`src/rtl/music_seq_reader.sv`:
```
// rtl/music_seq_reader.sv - walks song memory from address 0, playing each {period, dur} entry as a timed square wave
// Optional feature macro: MUSIC_SEQ_LOOP_EN (restart from address 0 instead of finishing the song)
module music_seq_reader #(
  parameter int ADDR_W   = 5,
  parameter int PERIOD_W = 16,
  parameter int DUR_W    = 8
) (
  input  logic                      clk,
  input  logic                      reset,
  input  logic                      start,
  input  logic                      stop,
  input  logic                      tick,
  output logic [ADDR_W-1:0]         mem_addr,
  input  logic [PERIOD_W+DUR_W-1:0] mem_data,
  output logic                      audio_out,
  output logic                      busy,
  output logic                      done
);

  typedef enum logic [2:0] {S_IDLE, S_FETCH, S_LOAD, S_PLAY, S_DONE} state_t;

  localparam logic [ADDR_W-1:0] LAST_ADDR = {ADDR_W{1'b1}};

  state_t              state_q, state_d;
  logic [ADDR_W-1:0]   addr_q, addr_d;
  logic [PERIOD_W-1:0] period_q, period_d;
  logic [PERIOD_W-1:0] half_q, half_d;
  logic [DUR_W-1:0]    dur_q, dur_d;
  logic                audio_q, audio_d;

  logic [PERIOD_W-1:0] entry_period;
  logic [DUR_W-1:0]    entry_dur;
  logic                note_end;
  logic                song_wrap;
  logic                marker_wrap;

  assign entry_period = mem_data[PERIOD_W+DUR_W-1:DUR_W];
  assign entry_dur    = mem_data[DUR_W-1:0];
  // The final duration tick ends the note even if a half-period toggle is due the same cycle
  assign note_end     = tick && (dur_q == DUR_W'(1));

`ifdef MUSIC_SEQ_LOOP_EN
  // An end marker at address 0 means an empty song; finishing there keeps the loop from spinning
  assign song_wrap   = 1'b1;
  assign marker_wrap = (addr_q != '0);
`else
  assign song_wrap   = 1'b0;
  assign marker_wrap = 1'b0;
`endif

  // State and datapath registers, cleared asynchronously
  always_ff @(posedge clk or negedge reset) begin
    if (!reset) begin
      state_q  <= S_IDLE;
      addr_q   <= '0;
      period_q <= '0;
      half_q   <= '0;
      dur_q    <= '0;
      audio_q  <= 1'b0;
    end else begin
      state_q  <= state_d;
      addr_q   <= addr_d;
      period_q <= period_d;
      half_q   <= half_d;
      dur_q    <= dur_d;
      audio_q  <= audio_d;
    end
  end

  // Next-state selection; stop always returns to IDLE from the busy states
  always_comb begin
    state_d = state_q;
    case (state_q)
      S_IDLE:  if (!stop && start) state_d = S_FETCH;
      S_FETCH: state_d = stop ? S_IDLE : S_LOAD;
      S_LOAD: begin
        if (stop)                 state_d = S_IDLE;
        else if (entry_dur == '0) state_d = marker_wrap ? S_FETCH : S_DONE;
        else                      state_d = S_PLAY;
      end
      S_PLAY: begin
        if (stop)          state_d = S_IDLE;
        else if (note_end) state_d = (addr_q != LAST_ADDR || song_wrap) ? S_FETCH : S_DONE;
      end
      S_DONE:  state_d = S_IDLE;
      default: state_d = S_IDLE;
    endcase
  end

  // Address, tone and duration counters; audio is forced low outside an ongoing note
  always_comb begin
    addr_d   = addr_q;
    period_d = period_q;
    half_d   = half_q;
    dur_d    = dur_q;
    audio_d  = 1'b0;
    case (state_q)
      S_IDLE: begin
        if (!stop && start) addr_d = '0;
      end
      S_LOAD: begin
        if (!stop) begin
          if (entry_dur == '0) begin
            if (marker_wrap) addr_d = '0;
          end else begin
            period_d = entry_period;
            half_d   = '0;
            dur_d    = entry_dur;
          end
        end
      end
      S_PLAY: begin
        if (!stop) begin
          if (note_end) begin
            dur_d  = '0;
            half_d = '0;
            if (addr_q != LAST_ADDR) addr_d = addr_q + ADDR_W'(1);
            else if (song_wrap)      addr_d = '0;
          end else begin
            audio_d = audio_q;
            if (tick) dur_d = dur_q - DUR_W'(1);
            if (period_q != '0) begin
              if (half_q == period_q - PERIOD_W'(1)) begin
                half_d  = '0;
                audio_d = ~audio_q;
              end else begin
                half_d = half_q + PERIOD_W'(1);
              end
            end
          end
        end
      end
      default: ;
    endcase
  end

  // Moore outputs decoded from the current state and registers
  always_comb begin
    mem_addr  = addr_q;
    audio_out = audio_q;
    busy      = (state_q == S_FETCH) || (state_q == S_LOAD) || (state_q == S_PLAY);
    done      = (state_q == S_DONE);
  end

endmodule
```
`config.mk`:
```
export PLATFORM = sky130hd
export DESIGN_NAME = music_seq_reader
export DESIGN_NICKNAME = d
export VERILOG_FILES = /design/src/rtl/music_seq_reader.sv
export SDC_FILE = /design/constraint.sdc
export NUM_CORES = 1
export LEC_CHECK = 0
export BUFFER_PORTS_ARGS = -buffer_cell sky130_fd_sc_hd__buf_2
export CELL_PAD_IN_SITES_DETAIL_PLACEMENT = 1
export CELL_PAD_IN_SITES_GLOBAL_PLACEMENT = 2
export CORE_MARGIN = 3
export CORE_UTILIZATION = 39
export DETAILED_ROUTE_END_ITERATION = 7
export GPL_TIMING_DRIVEN = 1
export PLACE_DENSITY_LB_ADDON = 0.1
export SLEW_MARGIN = 20
export SYNTH_ARGS = -nofsm -noshare
export SYNTH_HDL_FRONTEND = slang
export SYNTH_SLANG_ARGS = --single-unit
```
`constraint.sdc`:
```
create_clock -name clk -period 6.4 [get_ports clk]
set_input_delay 0.32 -clock clk [delete_from_list [all_inputs] [get_ports clk]]
set_output_delay 0.32 -clock clk [all_outputs]
set_load 0.03 [all_outputs]
```
==> reports/metrics.sh <==
GRT.OVERFLOW.TOTAL=0
POST_CTS_BUFFERS=0
FINAL_CORE_UTILIZATION_PCT=45.26
DRT_ITER0_MARKERS=79
POSTCTSHOLDBUFS=0
SYNTHDOMINANTCELLAREASHARE_PCT=38.72
NUMCLOCKSINKS=49
SLOWEST_STAGE='or4_4'
VIA_COUNT_OF_THE_FIRST_GLOBAL_ROUTING_PASS=2962
CRITICAL_PATH.MAX_FANOUT=17
POST_CTS.RESIZED_INSTANCES=0
POST-ROUTE-MIN-PERIOD_PS=3448
YS_SEQ_AREA_SHARE_PCT=38.72
FIN_AREA_MM2=0.003533
VIAS=2877
FIN_SKEW_PS=9.589
AVGROUTEDWIREPERCELL_UM=18.20
STARTPOINT_TYPE='flip-flop'
SYNTH-ASYNC-RESET-RATIO_PCT=100.0
YS.FLOP_TYPE='dfrtp_1'
CTS_MAX_PATH_BUFFERS=2
SYNTH_EDF_COUNT=0
MAX_CAP_VIOL_COUNT=0
MAX-VDD-IR-DROP_mV=0.1324
SETUP-VIOLATIONS-FINAL=0
POWER.STATIC_LEAKAGE_nW=1.442
WORSTPATHARRIVAL_PS=3660
TIMING.FMAX_GHz=0.2900
NUM_ANTENNA_CELLS=0
INITIAL_UTIL_PCT=40.56
GR-USAGE-ALL-LAYERS_PCT=20.66
SETUP_TOTAL_NEGATIVE_SLACK_PS=0
NUMBER_OF_SYNTHESIZED_REGISTER_BITS=49
DRT_FIRST_PASS_ITERS=4
ANTENNA_VIOLATIONS_BEFORE_REPAIR=0
WORST-PATH-BUF-INV=0
REPORT.FINAL.SLEW_VIOL_COUNT=0
SYNTH_FP_NETS=393
DRC_ERRORS=0
GRT_PASS1_WL_MM=14.88
SYNTHCELLS=358
NUMBER_OF_BUFFERS_ADDED_ON_PORTS=36
H-TREE-DEPTH=2
DIE_Y_UM=96.11
FINAL.HOLD.WORST_SLACK_PS=101.8
YS_TYPES=54
DPL.HPWL_MM=6.454
CRITPATHREQUIREDTIME_PS=6610
RUN_STATUS='finished clean'
PATH_CELLS='or4_4 > or4_4 > nor4b_1 > o221a_2 > nand4_4 > or4_1 > a211oi_1'
FLOORPLAN.DIE_AREA_MM2=0.009237
NUMCTSBUFFERS=5
CRITICAL_PATH.MOST_COMMON_CELL='or4_4'
CORE_AREA_MM2=0.007807
FP.DIEW_UM=96.11
SYN-CELL-AREA_MM2=0.003167
WORST_HOLD_PATH_TYPE='input pin to asynchronous set/reset pin'
ROOT_BUFFER='clkbuf_8'
ENDPOINT_KIND='flip-flop'
N_FILL_CELL=936
TRITONCTS='yes'
POSTSYNTHAREAPERCELL_UM2=8.846
CLOCK_INSERTION_DELAY_WORST_SKEW_PS=300
VIAS_PER_CELL=5.908
HOLD_VIOL_FINAL=0
YS_WARN_COUNT=0
WORST-SLEW-PIN-TRANSITION_PS=714.2
FINALWEIGHTEDCONGESTION=0.8159
DP.CELLS=479
PLACED_AREA_MM2=0.003432
ROWS=32
PRE_CTS_SLACK_PS=3008
SLOWEST_CELL_DELAY_ON_CRITICAL_PATH_PS=600
LAYOUT_SETUP_WS_PS=2952
PIN_COUNT=37
PIN_COUNT_OF_THE_BIGGEST_NET_ENTERING_GLOBAL_ROUTING=50
FINALNONFILLERCELLS=487
WORST_PATH_DOMINANT_CELL_FAMILY='simple AND/OR/NAND/NOR gates'
POWER_DENSITY_mW_PER_MM2=368.5
DESIGN.FINAL.NETS=419
AREA_OVERHEAD_OF_THE_LAYOUT_RELATIVE_TO_SYNTHESIS_PCT=11.58
POST-ROUTE-PERIOD-UTIL_PCT=53.88
CLK_PIN_SLEW_WORST_PATHS_PS=100
WORST-SETUP-PATH-TYPE='flip-flop to flip-flop'
RSZ0062_AT_GRT='false'
MAX_SLEW_MARGIN_PCT=51.95
TOTALPOWERFINAL_mW=1.302
ANTENNA_LEFT=0
REG2REG_SLACK_PS=2950
WIRELENGTH_MM=8.863
YS_TOP_CELLS_BY_AREA='dfrtp_1, mux2_2, o21ai_0'
SYNTH.LARGEST_AREA_CELL='dfrtp_1'
LAYOUT-DRIVE-GT1-SHARE_PCT=19.48
cells by family (layout without fill, tap and decap cells):
family                   Yosys count  after routing  synth area share, %
flip-flops                        49             49                38.72
XOR/XNOR                          23             23                6.361
multiplexers                      16             16                5.650
AND/OR/NAND/NOR                  136            136                22.32
AO/OA/AOI/OAI                     94             94                20.23
buffers and inverters             34             61                4.346
adder cells (fa/ha/maj)            6              6                2.371
cell usage after synthesis, types with 5 or more instances:
cell type,n
clkbuf_1,19
dfrtp_1,49
nor2_1,29
o2111ai_1,10
xnor2_1,14
or4_1,5
o211ai_1,9
a21oi_1,15
mux2_2,15
nor4_1,5
xor2_1,9
inv_1,12
ha_1,6
nor3_1,17
o21ai_0,26
nand2_1,33
nand4_1,8
nand3_1,12
flip-flops by register name (all words and copies together) (netlist names):
register and flops:
audio_out 1, mem_addr 5, period_q 16, state_q 3
half_q 16, dur_q 8
cell type report:
type,instances,area (um^2),share of cell area [%]
Clock buffer,7,96.34,2.727
Multi-Input combinational cell,275,1815,51.38
Tap cell,102,127.6,3.612
Clock inverter,1,5.005,0.1416
Timing Repair Buffer,41,217.7,6.161
Inverter,12,45.04,1.275
Sequential cell,49,1226,34.70
power breakdown:
group / leakage [nW] / switching, mW / internal [mW]
sequential: 0.636 / 0.141 / 0.397
clock: 0.0542 / 0.108 / 0.0980
combinational: 0.752 / 0.322 / 0.237
final timing paths:
check	startpoint	end	cells past startpoint
setup reg to reg	period_q[6]$_DFFE_PN0P_	audio_out$_DFFE_PN0P_	7
min in group clk	mem_data[9]	period_q[1]$_DFFE_PN0P_	3
hold / removal	reset	period_q[9]$_DFFE_PN0P_	2
hold reg to reg	dur_q[7]$_DFFE_PN0P_	dur_q[7]$_DFFE_PN0P_	1
max in group asynchronous	reset	dur_q[6]$_DFFE_PN0P_	2
setup / recovery	period_q[6]$_DFFE_PN0P_	audio_out$_DFFE_PN0P_	7
metal layers:
layer | up-vias | global-route usage (%) | routed length, um
met3 | 9 | 3.049 | 221
met4 | 0 | 5.095 | 125
met2 | 38 | 36.17 | 4409
li1 | 1375 | - | -
met5 | - | 0 | 0
met1 | 1455 | 26.57 | 4107
layout by cell type (no fill, tap or decap), types with 12 or more instances in the layout:
cell      n
xnor2_1  14
nor2_1   29
nand3_1  12
nor3_1   16
nand2_1  33
mux2_2   15
dfrtp_1  49
inv_1    12
buf_2    36
o21ai_0  26
a21oi_1  15
No activity file was read; power rests on OpenSTA's default activity.
